$ cat config.mk
export PLATFORM = sky130hd
export DESIGN_NAME = fft_iter_addr_gen
export DESIGN_NICKNAME = d
export VERILOG_FILES = /design/src/rtl/fft_iter_addr_gen.sv
export SDC_FILE = /design/constraint.sdc
export NUM_CORES = 1
export LEC_CHECK = 0
export CAP_MARGIN = 20
export CORE_MARGIN = 5
export CORE_UTILIZATION = 35
export CTS_CLUSTER_SIZE = 8
export DETAILED_ROUTE_END_ITERATION = 10
export GPL_TIMING_DRIVEN = 0
export PLACE_DENSITY = 0.56
export SLEW_MARGIN = 20
export SYNTH_ARGS = -nofsm -noshare
export SYNTH_HDL_FRONTEND = slang
export SYNTH_SLANG_ARGS = --single-unit
$ cat constraint.sdc
create_clock -name CLK -period 5.96 [get_ports CLK]
set_input_delay 0.596 -clock CLK [delete_from_list [all_inputs] [get_ports CLK]]
set_output_delay 0.596 -clock CLK [all_outputs]
set_load 0.03 [all_outputs]
$ cat src/rtl/fft_iter_addr_gen.sv
// -----------------------------------------------------------------------------
// fft_iter_addr_gen
//
// Butterfly address generator for an iterative in-place radix-2 DIT FFT.
// Follows the FFT control unit and acts on its ADDR_RST / ADDR_EN / LAY_EN
// strobes. It tracks the layer index s and the butterfly index j. For
// butterfly (s,j) it produces the two data-RAM addresses and the twiddle-ROM
// index.
//
// Address mapping, with half = 2^s and k = j mod half:
//   ADDR_A  = j with a 0 bit inserted at bit position s
//   ADDR_B  = ADDR_A with that inserted bit set to 1 (ADDR_A + half)
//   TW_ADDR = k << (LAYERS-1-s)
//
// Every output is registered. Outputs are computed from the next-state j/s,
// so they change on the same edge as the indices.
//
// Ports
//   CLK        in   clock, rising edge
//   RST        in   synchronous active-high reset
//   EN         in   global clock enable; RST is the only thing it does not gate
//   ADDR_RST   in   clears j, s and LAY_OVF; has priority over the strobes
//   ADDR_EN    in   advance butterfly index j (wraps silently)
//   LAY_EN     in   advance layer index s (saturates at LAYERS-1)
//   ADDR_A     out  upper-wing data address
//   ADDR_B     out  lower-wing data address
//   TW_ADDR    out  twiddle ROM index
//   LAY_IDX    out  current layer s
//   BUT_IDX    out  current butterfly j
//   LAST_LAY   out  high while s == LAYERS-1
//   LAY_OVF    out  sticky; set by LAY_EN arriving on the last layer
//
// Optional feature, enabled by the macro FFT_ADDR_BITREV_LOAD_EN:
//   LOAD_EN    in   load strobe for the bit-reverse register
//   LOAD_IDX   in   natural-order sample index
//   LOAD_ADDR  out  registered bit-reversal of LOAD_IDX (0 after RST)
// When the macro is undefined, these ports and their logic are not present.
// -----------------------------------------------------------------------------
module fft_iter_addr_gen #(
  parameter int LAYERS      = 5,
  parameter int BUTTERFLYES = 16,
  parameter int LayWL       = 3,
  parameter int ButtWL      = 4
) (
  input  logic                CLK,
  input  logic                RST,
  input  logic                EN,
  input  logic                ADDR_RST,
  input  logic                ADDR_EN,
  input  logic                LAY_EN,
`ifdef FFT_ADDR_BITREV_LOAD_EN
  input  logic                LOAD_EN,
  input  logic [LAYERS-1:0]   LOAD_IDX,
  output logic [LAYERS-1:0]   LOAD_ADDR,
`endif
  output logic [LAYERS-1:0]   ADDR_A,
  output logic [LAYERS-1:0]   ADDR_B,
  output logic [LAYERS-2:0]   TW_ADDR,
  output logic [LayWL-1:0]    LAY_IDX,
  output logic [ButtWL-1:0]   BUT_IDX,
  output logic                LAST_LAY,
  output logic                LAY_OVF
);

  // Index state
  logic [ButtWL-1:0] j_q, j_d;
  logic [LayWL-1:0]  s_q, s_d;
  logic              ovf_q, ovf_d;

  // Registered outputs
  logic [LAYERS-1:0] addr_a_q, addr_a_d;
  logic [LAYERS-1:0] addr_b_q, addr_b_d;
  logic [LAYERS-2:0] tw_q, tw_d;
  logic              last_q, last_d;

  // ---------------------------------------------------------------------------
  // Next-state indices
  // ---------------------------------------------------------------------------
  // NOTE: every variable gets a default at the top of always_comb. Without a
  // value on every path, synthesis infers a latch.
  always_comb begin
    j_d   = j_q;
    s_d   = s_q;
    ovf_d = ovf_q;
    if (ADDR_RST) begin
      j_d   = '0;
      s_d   = '0;
      ovf_d = 1'b0;
    end else begin
      if (ADDR_EN) begin
        j_d = (j_q == ButtWL'(BUTTERFLYES - 1)) ? '0 : j_q + ButtWL'(1);
      end
      if (LAY_EN) begin
        if (s_q == LayWL'(LAYERS - 1)) begin
          ovf_d = 1'b1;
        end else begin
          s_d = s_q + LayWL'(1);
        end
      end
    end
  end

  // ---------------------------------------------------------------------------
  // Per-layer candidate addresses, built by bit insertion on j_d.
  // This relies on ButtWL == LAYERS-1, so j plus the inserted bit fills the
  // address width exactly.
  // ---------------------------------------------------------------------------
  logic [LAYERS-1:0] cand_a  [LAYERS];
  logic [LAYERS-1:0] cand_b  [LAYERS];
  logic [LAYERS-2:0] cand_tw [LAYERS];

  for (genvar gi = 0; gi < LAYERS; gi++) begin : g_lay
    if (gi == 0) begin : g_first
      // half = 1: adjacent pair, k is always 0
      assign cand_a[gi]  = {j_d, 1'b0};
      assign cand_b[gi]  = {j_d, 1'b1};
      assign cand_tw[gi] = '0;
    end else if (gi == LAYERS - 1) begin : g_last
      // g is always 0 and k == j; the twiddle index is not shifted
      assign cand_a[gi]  = {1'b0, j_d};
      assign cand_b[gi]  = {1'b1, j_d};
      assign cand_tw[gi] = j_d;
    end else begin : g_mid
      assign cand_a[gi]  = {j_d[ButtWL-1:gi], 1'b0, j_d[gi-1:0]};
      assign cand_b[gi]  = {j_d[ButtWL-1:gi], 1'b1, j_d[gi-1:0]};
      assign cand_tw[gi] = {j_d[gi-1:0], {(LAYERS-1-gi){1'b0}}};
    end
  end

  // Select by next layer. s_d never exceeds LAYERS-1.
  always_comb begin
    addr_a_d = cand_a[0];
    addr_b_d = cand_b[0];
    tw_d     = cand_tw[0];
    for (int i = 1; i < LAYERS; i++) begin
      if (s_d == LayWL'(i)) begin
        addr_a_d = cand_a[i];
        addr_b_d = cand_b[i];
        tw_d     = cand_tw[i];
      end
    end
    last_d = (s_d == LayWL'(LAYERS - 1));
  end

  // ---------------------------------------------------------------------------
  // State and output registers
  // ---------------------------------------------------------------------------
  // NOTE: sequential state is written with non-blocking assignments. All
  // registers then sample their inputs from before the edge, which removes any
  // dependence on evaluation order.
  always_ff @(posedge CLK) begin
    if (RST) begin
      j_q      <= '0;
      s_q      <= '0;
      ovf_q    <= 1'b0;
      addr_a_q <= '0;
      addr_b_q <= LAYERS'(1);
      tw_q     <= '0;
      last_q   <= 1'b0;
    end else if (EN) begin
      j_q      <= j_d;
      s_q      <= s_d;
      ovf_q    <= ovf_d;
      addr_a_q <= addr_a_d;
      addr_b_q <= addr_b_d;
      tw_q     <= tw_d;
      last_q   <= last_d;
    end
  end

  assign ADDR_A   = addr_a_q;
  assign ADDR_B   = addr_b_q;
  assign TW_ADDR  = tw_q;
  assign LAY_IDX  = s_q;
  assign BUT_IDX  = j_q;
  assign LAST_LAY = last_q;
  assign LAY_OVF  = ovf_q;

`ifdef FFT_ADDR_BITREV_LOAD_EN
  // Bit-reversed write address for loading natural-order input samples
  logic [LAYERS-1:0] load_addr_q, load_addr_d;

  always_comb begin
    load_addr_d = '0;
    for (int i = 0; i < LAYERS; i++) begin
      load_addr_d[i] = LOAD_IDX[LAYERS-1-i];
    end
  end

  always_ff @(posedge CLK) begin
    if (RST) begin
      load_addr_q <= '0;
    end else if (EN && LOAD_EN) begin
      load_addr_q <= load_addr_d;
    end
  end

  assign LOAD_ADDR = load_addr_q;
`endif

endmodule

; ---- Yosys cells after proc, flatten, opt, wreduce, memory -nomap -nowiden
; Index checks and enable logic that the tools add are counted.
[word_totals]
input_bits = 6
word_cells = 39
ff_bits = 23
[op_classes]
n_eq_ne = 6
n_reduce_logical = 3
mux = 21
add_sub_neg = 2
[op_table]
columns = op, n
row1 = 4-bit two-way mux, 9
row2 = 3-bit two-way mux, 5
row3 = 5-bit two-way mux, 2
row4 = 3-bit by 2-bit equality test with 1-bit output (second input constant), 2
row5 = 3-bit equality test (second input constant), 2
row6 = 4-bit by 1-bit adder with 4-bit output (second input constant), 1
row7 = 4-bit equality test (second input constant), 1
row8 = 2-bit two-way mux, 2
row9 = 2-bit nonzero test, 2
row10 = 3-bit by 1-bit adder with 3-bit output (second input constant), 1
row11 = 3-bit by 1-bit equality test with 1-bit output (second input constant), 1
row12 = 1-bit two-way mux, 3
row13 = 3-bit AND reduction, 1

; ---- Longest topological paths before layout
[logic_depth]
ltp_word = 9
depth_mapped = 8

; ---- Worst setup path after synthesis
; Ideal clock, no wire load.
[synth_path]
path_kind = register -> register
startpoint = reg s_q[0], in the netlist LAY_IDX[0]
endpoint = reg tw_q[3], in the netlist TW_ADDR[3]
path_buffers = 0
setup_time_ns = 0.074
synth_period_minus_slack_ns = 2.301
arrival_time_ns = 2.227
slack_ns = 3.659
path_stages_with_launch = 8
path_cell_list = dfxtp_1 -> inv_1 -> ha_1 -> and4b_2 -> o21ai_2 -> or3_4 -> or3_1 -> a31oi_1
[synth_between]
elab_chain_len = 9
elab_cells_between_ends = 13
cone_classes = 1 x add/sub / 5 x eq/ne / 7 x mux
[synth_rtl]
columns = element, line_no
row1 = "start, declared", 67  ; logic [LayWL-1:0] s_q, s_d;
row2 = "start signal, assigned", 154  ; s_q <= '0;
row3 = "start signal, assigned", 162  ; s_q <= s_d;
row4 = 3-bit by 1-bit adder with 3-bit output or 3-bit equality test (tied branches), "97, 94"
row5 = 3-bit two-way mux, 94  ; if (s_q == LayWL'(LAYERS - 1)) begin
row6 = 3-bit two-way mux *, 93  ; if (LAY_EN) begin
row7 = 3-bit two-way mux *, 85  ; if (ADDR_RST) begin
row8 = 3-bit by 1-bit equality test with 1-bit output, 136  ; if (s_d == LayWL'(i)) begin
row9 = 4-bit two-way mux (3 in a row), 136
row10 = 4-bit two-way mux *, 136
row11 = "end signal, assigned", 166  ; tw_q <= tw_d;
row12 = "end, declared", 73  ; logic [LAYERS-2:0] tw_q, tw_d;
; Every way passes the cells marked *; elsewhere a longest branch is shown, timed or not.
; A chain may end at the register's enable or synchronous reset.

; ---- Worst setup path after layout
[layout_path]
startpoint = reg s_q[0], in the netlist LAY_IDX[0]
endpoint = reg addr_b_q[3], in the netlist ADDR_B[3]
[layout_between]
elab_chain_len = 7
elab_cells_between_ends = 9
cone_classes = 1 x add/sub / 3 x eq/ne / 5 x mux
[layout_rtl]
columns = element, line_no
row1 = 3-bit by 1-bit adder with 3-bit output or 3-bit equality test (tied branches), "97, 94"
row2 = 3-bit two-way mux, 94
row3 = 3-bit two-way mux *, 93
row4 = 3-bit two-way mux *, 85
row5 = 3-bit by 2-bit equality test with 1-bit output, 136
row6 = 4-bit two-way mux, 136
row7 = 5-bit two-way mux *, 136
row8 = "end signal, assigned", 165  ; addr_b_q <= addr_b_d;
row9 = "end, declared", 72  ; logic [LAYERS-1:0] addr_b_q, addr_b_d;
; Marks and branches as above.

==> results.json <==
{
  "cts.repair.resized": 0,
  "hold_violations": 0,
  "areaGrowthSynthToFinish_pct": 26.3,
  "power.density_nw_per_um2": 182,
  "required_ns": 6.14,
  "grt_use_met3_pct": 3.42,
  "synth_area_per_cell_um2": 8.46,
  "dieHeight_um": 73.4,
  "yosysTopAreaCell": "dfxtp_1",
  "cts_sinks": 23,
  "synth_area_um2": 1410,
  "drv_cap": 0,
  "fmax_mhz": 396,
  "die-area_um2": 5380,
  "drive_above_1_share_pct": 10.7,
  "cts_made_buffers": 3,
  "status": "finished clean",
  "ys_warn_count": 0,
  "numPortBuffers": 26,
  "grt_util_met2_pct": 25.6,
  "cts.clk_slew.worst_paths_ns": 0.09,
  "critPathKind": "reg2reg",
  "viasPerCell": 5.60,
  "worstSetupStartpointType": "flip-flop",
  "seqCellArea_um2": 460,
  "vias": 1378,
  "placedInstanceArea_um2": 1730,
  "synth_ff_type": "dfxtp_1",
  "n_antenna_cell": 0,
  "clock_path_buffers": 2,
  "io_pins": 29,
  "rows": 23,
  "antenna_found_initial": 0,
  "setup_violations": 0,
  "grt_start_max_net_pins": 14,
  "synthTopCellsByArea": "dfxtp_1 33%, nor2_1 6.7%, mux2i_1 6.4%",
  "met1_usage_pct": 20.5,
  "cts_tree": "yes",
  "ys_types": 54,
  "top_usage_layer": "met2",
  "ctsHoldBuffers": 0,
  "worstMarginPinSlew_ns": 0.680,
  "synth_top_cell_area_share_pct": 32.8,
  "place.gp.congestion": 0.832,
  "grt_pass1_wl_um": 6640,
  "hold_path_class": "reg2reg",
  "htreeDepth": 1,
  "num-fill-cells": 380,
  "die_x_um": 73.4,
  "grt-ovfl-total": 0,
  "drtPass1Iterations": 4,
  "fin_nets": 206,
  "async_flop_share_pct": 0,
  "grt_pass1_vias": 1384,
  "slew_viol_final": 0,
  "wl_per_cell_um": 16.2,
  "leakage_nw": 0.626,
  "seq_area_frac_synth_pct": 32.8,
  "synth_edf_count": 0,
  "synthesis.nets": 175,
  "path_max_fanout": 9,
  "cts_setup_buffers": 0,
  "drc_errors": 0,
  "grt_setup_unrepaired": "no",
  "min_period_ns": 2.53,
  "finalSetupTns_ns": 0,
  "track_usage_pct": 15.7,
  "synth.most_common_cell": "nor2_1",
  "dp_hpwl_um": 2920,
  "cp_data_arrival_time_ns": 2.70,
  "core_um2": 3940,
  "insertion_delay_ns": 0.27,
  "synth_seq_cells": 23,
  "slew_headroom_pct": 53.4,
  "synth.top_cells.by_count": "25 x nor2_1, 23 x dfxtp_1, 9 x mux2i_1",
  "multi_input_area_um2": 885,
  "worst_ir_drop_vdd_mv": 0.104,
  "fin_area_um2": 1770,
  "start_util_pct": 35.6,
  "finalCritPeriodShare_pct": 42.4,
  "fin_worst_skew_ns": 0.00442,
  "crit_path_end_kind": "flip-flop",
  "syn_inst": 166,
  "ant_nets": 0,
  "cts-root-buf": "clkbuf_8",
  "drt_first_iter_violations": 112,
  "wl_um": 3980
}
-- per-layer routing --
layer / routed length [um] / up-vias
li1: - / 680
met2: 1890 / 34
met3: 146 / 5
met5: 0 / -
met4: 47 / 0
met1: 1900 / 659
-- final cells by class --
cell class,instances,share of cell area [%]
Multi-Input combinational cell,130,49.9
Sequential cell,23,26.0
Timing Repair Buffer,26,14.7
Tap cell,50,3.53
Buffer,11,2.96
Clock buffer,3,2.33
Inverter,2,0.423
Clock inverter,1,0.282
-- cells in the final DEF (no fill, tap or decap), drive strengths merged, types with 2 or more instances in the layout --
| cell | instances |
|---|---|
| clkdlybuf4s50 | 26 |
| nor2 | 25 |
| dfxtp | 23 |
| mux2i | 10 |
| a21oi | 9 |
| clkbuf | 9 |
| nand3 | 8 |
| nand2 | 8 |
| a211oi | 6 |
| o21ai | 6 |
| nand2b | 5 |
| buf | 5 |
| nor3 | 4 |
| a311oi | 3 |
| ha | 3 |
| or2 | 3 |
| and4b | 3 |
| inv | 2 |
| nor2b | 2 |
| mux2 | 2 |
| o21a | 2 |
| a32o | 2 |
| and3 | 2 |
| xnor2 | 2 |
| a31oi | 2 |
| a211o | 2 |
| or3 | 2 |
-- kinds of logic after synthesis --
| kind of cell | synth area share, % |
|---|---|
| adders and majority gates | 2.67 |
| muxes | 8.99 |
| buffers and inverters | 4.27 |
| and+or+nand+nor | 25.3 |
| AOI/OAI and AO/OA | 24.8 |
| DFF | 32.8 |
| xor gates and xnor gates | 1.25 |
-- where the power goes --
part / leakage, nW / total (W) / internal, W / switching (W)
Clock: 0.0255 / 0.000100 / 0.0000468 / 0.0000532
Combinational: 0.413 / 0.0000620 / 0.0000246 / 0.0000374
Sequential: 0.187 / 0.000162 / 0.000158 / 0.00000354
Total: 0.626 / 0.000323 / 0.000229 / 0.0000941
-- per-stage QoR --
stage	cells	setup WS, ns	utilization (%)	hold slack (ns)	power (W)
after floorplan	166	3.66	-	0.594	0.000206
after global placement	242	3.36	43.8	0.460	0.000226
after detailed placement	242	3.30	43.8	0.461	0.000227
after CTS	246	3.47	45.0	0.475	0.000327
after global routing	246	3.26	45.0	0.505	0.000339
final	246	3.43	45.0	0.476	0.000323
-- critical path: stages (launching register included) --
cell	delay [ns]
dfxtp_1	0.54
inv_1	0.13
ha_1	0.31
a21boi_4	0.25
mux2i_2	0.47
nand3_1	0.24
o21a_1	0.26
a311oi_1	0.23
-- state kept, by name (all words and copies together) (netlist names) --
name / cells
BUT_IDX: 4
TW_ADDR: 4
LAY_IDX: 3
ADDR_B: 5
LAST_LAY: 1
LAY_OVF: 1
ADDR_A: 5
-- worst paths after layout --
kind,from,end,slack [ns],cells past startpoint
hold / removal,TW_ADDR[0],TW_ADDR[0],0.48,2
setup reg to reg,LAY_IDX[0],ADDR_B[3],3.43,7
hold reg to reg,TW_ADDR[0],TW_ADDR[0],0.48,2
setup / recovery,LAY_IDX[0],ADDR_B[3],3.43,7
Power figures use the tool's default switching activity.
==> RTL change, RTL diff (config.mk and constraints unchanged) <==
Build with the macro `FFT_ADDR_BITREV_LOAD_EN` defined.
--- a/src/rtl/fft_iter_addr_gen.sv
+++ b/src/rtl/fft_iter_addr_gen.sv
@@ -37,4 +37,6 @@
 // When the macro is undefined, these ports and their logic are not present.
 // -----------------------------------------------------------------------------
+`define FFT_ADDR_BITREV_LOAD_EN
+
 module fft_iter_addr_gen #(
   parameter int LAYERS      = 5,
Ports: changed (added LOAD_ADDR, LOAD_EN and LOAD_IDX); port bits go from 29 to 40. The function was not compared with the original's and may differ.
==> RTL change against the unedited design <==
- utilization increased by 1.6 points
- total power increased by 34%
- via count increased by 14%
- sequential share of layout area decreased by 0.29 points
- cell area increased by 23%
- setup slack improved by 0.090 ns
- sequential cell count increased by 5
- wire length increased by 14%
- global-route usage decreased by 0.50 points
- synthesized area increased by 19%
- worst hold slack got worse by 0.018 ns
- critical endpoint is now ADDR_B[1]
==> RTL change: results (changes against the unedited design) <==
global_routing:
  grt_pass1_wl_um: 7424  # +12%
  grtUsageMet1_pct: 20.25  # -0.22 points
  grt_max_degree: 17  # +3
  grt_use_met2_pct: 24.66  # -0.96 points
  grt_use_total_pct: 15.17  # -0.50 points
  grt_pass1_vias: 1513  # +9.3%
  met3_usage_pct: 2.608  # -0.81 points
place:
  numPortBuffers: 37  # +42%
  place_ws_ns: 3.358  # +0.05955 ns
  place_area_um2: 2113  # +22%
  place.gp.congestion: 0.9240  # +11%
  dp_hpwl_um: 3409  # +17%
pwr:
  clock_power_share_pct: 36.0  # +5.1 points
  p_comb_uw: 80.4  # +30%
  power_leakage_nw: 0.8075  # +29%
yosys:
  muxShareOfSynthArea_pct: 5.527  # -3.5 points
  post_synth_xor_area_fraction_pct: 1.494  # +0.25 points
  yosys-top-cells-area: "dfxtp_1 (33%), nor2_1 (6.7%), nand2_1 (4.7%), a21oi_1 (4.5%), mux2i_1 (4.2%)"
  synthTopCellsByCount: "nor2_1 (30), dfxtp_1 (28), nand2_1 (21), a21oi_1 (15), nand3_1 (9)"
  synth.distinct_cells: 55  # +1.9%
  synthAdderAreaFrac_pct: 2.240  # -0.43 points
  syn_nets: 216  # +23%
setup_path:
  worstPathArrival_ns: 2.63  # -0.07 ns
  reg2regPathDepth: 8  # +1
  endpoint: "ADDR_B[1]"
  slowest_delay_ns: 0.52  # -0.02 ns
routing:
  wl_per_cell_um: 15.31  # -5.3%
  met3WireLength_um: 130  # -11%
  dr.first_iter.drc_count: 50  # -55%
  wl_met2_um: 2124  # +12%
  m1WireLength_um: 2224  # +17%
  vias: 1571  # +14%
sta:
  finalClockSkew_ns: 0.006743  # +0.002327 ns
  fin_ws_ns: 3.523  # +0.09000 ns
  worst_hold_slack_ns: 0.4572  # -0.01848 ns
  worstMarginPinSlew_ns: 0.5895  # -0.09023 ns
clock_network:
  cts.clk_slew.worst_paths_ns: 0.11  # +0.02 ns
status:
  status: "finished clean"
hold_path:
  min_to: "LOAD_ADDR[2]"
layout:
  area_growth_pct: 30.40
  drive_gt1_share_pct: 11.16  # +0.44 points
## RTL change: changes by cell type in the layout (fill, tap and decap cells not counted), sizes merged, moves of 2 or more
| cell | delta |
|---|---|
| o21ai | +3 |
| nand2 | +13 |
| a22oi | +3 |
| mux2i | -3 |
| dfxtp | +5 |
| and2b | +2 |
| clkdlybuf4s50 | +11 |
| nor2 | +10 |
| a211o | -2 |
| inv | +3 |
| a21oi | +8 |
## RTL change: final cells by class
| cell class | count | area share [%] |
|---|---|---|
| inverters | 5 | 0.8591 |
| plain buffers | 12 | 4.983 |
| well taps | 54 | 3.093 |
| repair buffers | 37 | 16.95 |
| multi-input cells | 156 | 45.19 |
| clock inverters | 1 | 1.375 |
| flip-flops and latches | 28 | 25.66 |
| clock buffers | 3 | 1.890 |
## RTL change: per-stage QoR
step                      power [mW]  std cells
after global placement        0.2820        292
after CTS                     0.4358        296
after detailed placement      0.2815        292
final                         0.4333        296
after floorplan               0.2522        201
after global routing          0.4499        296
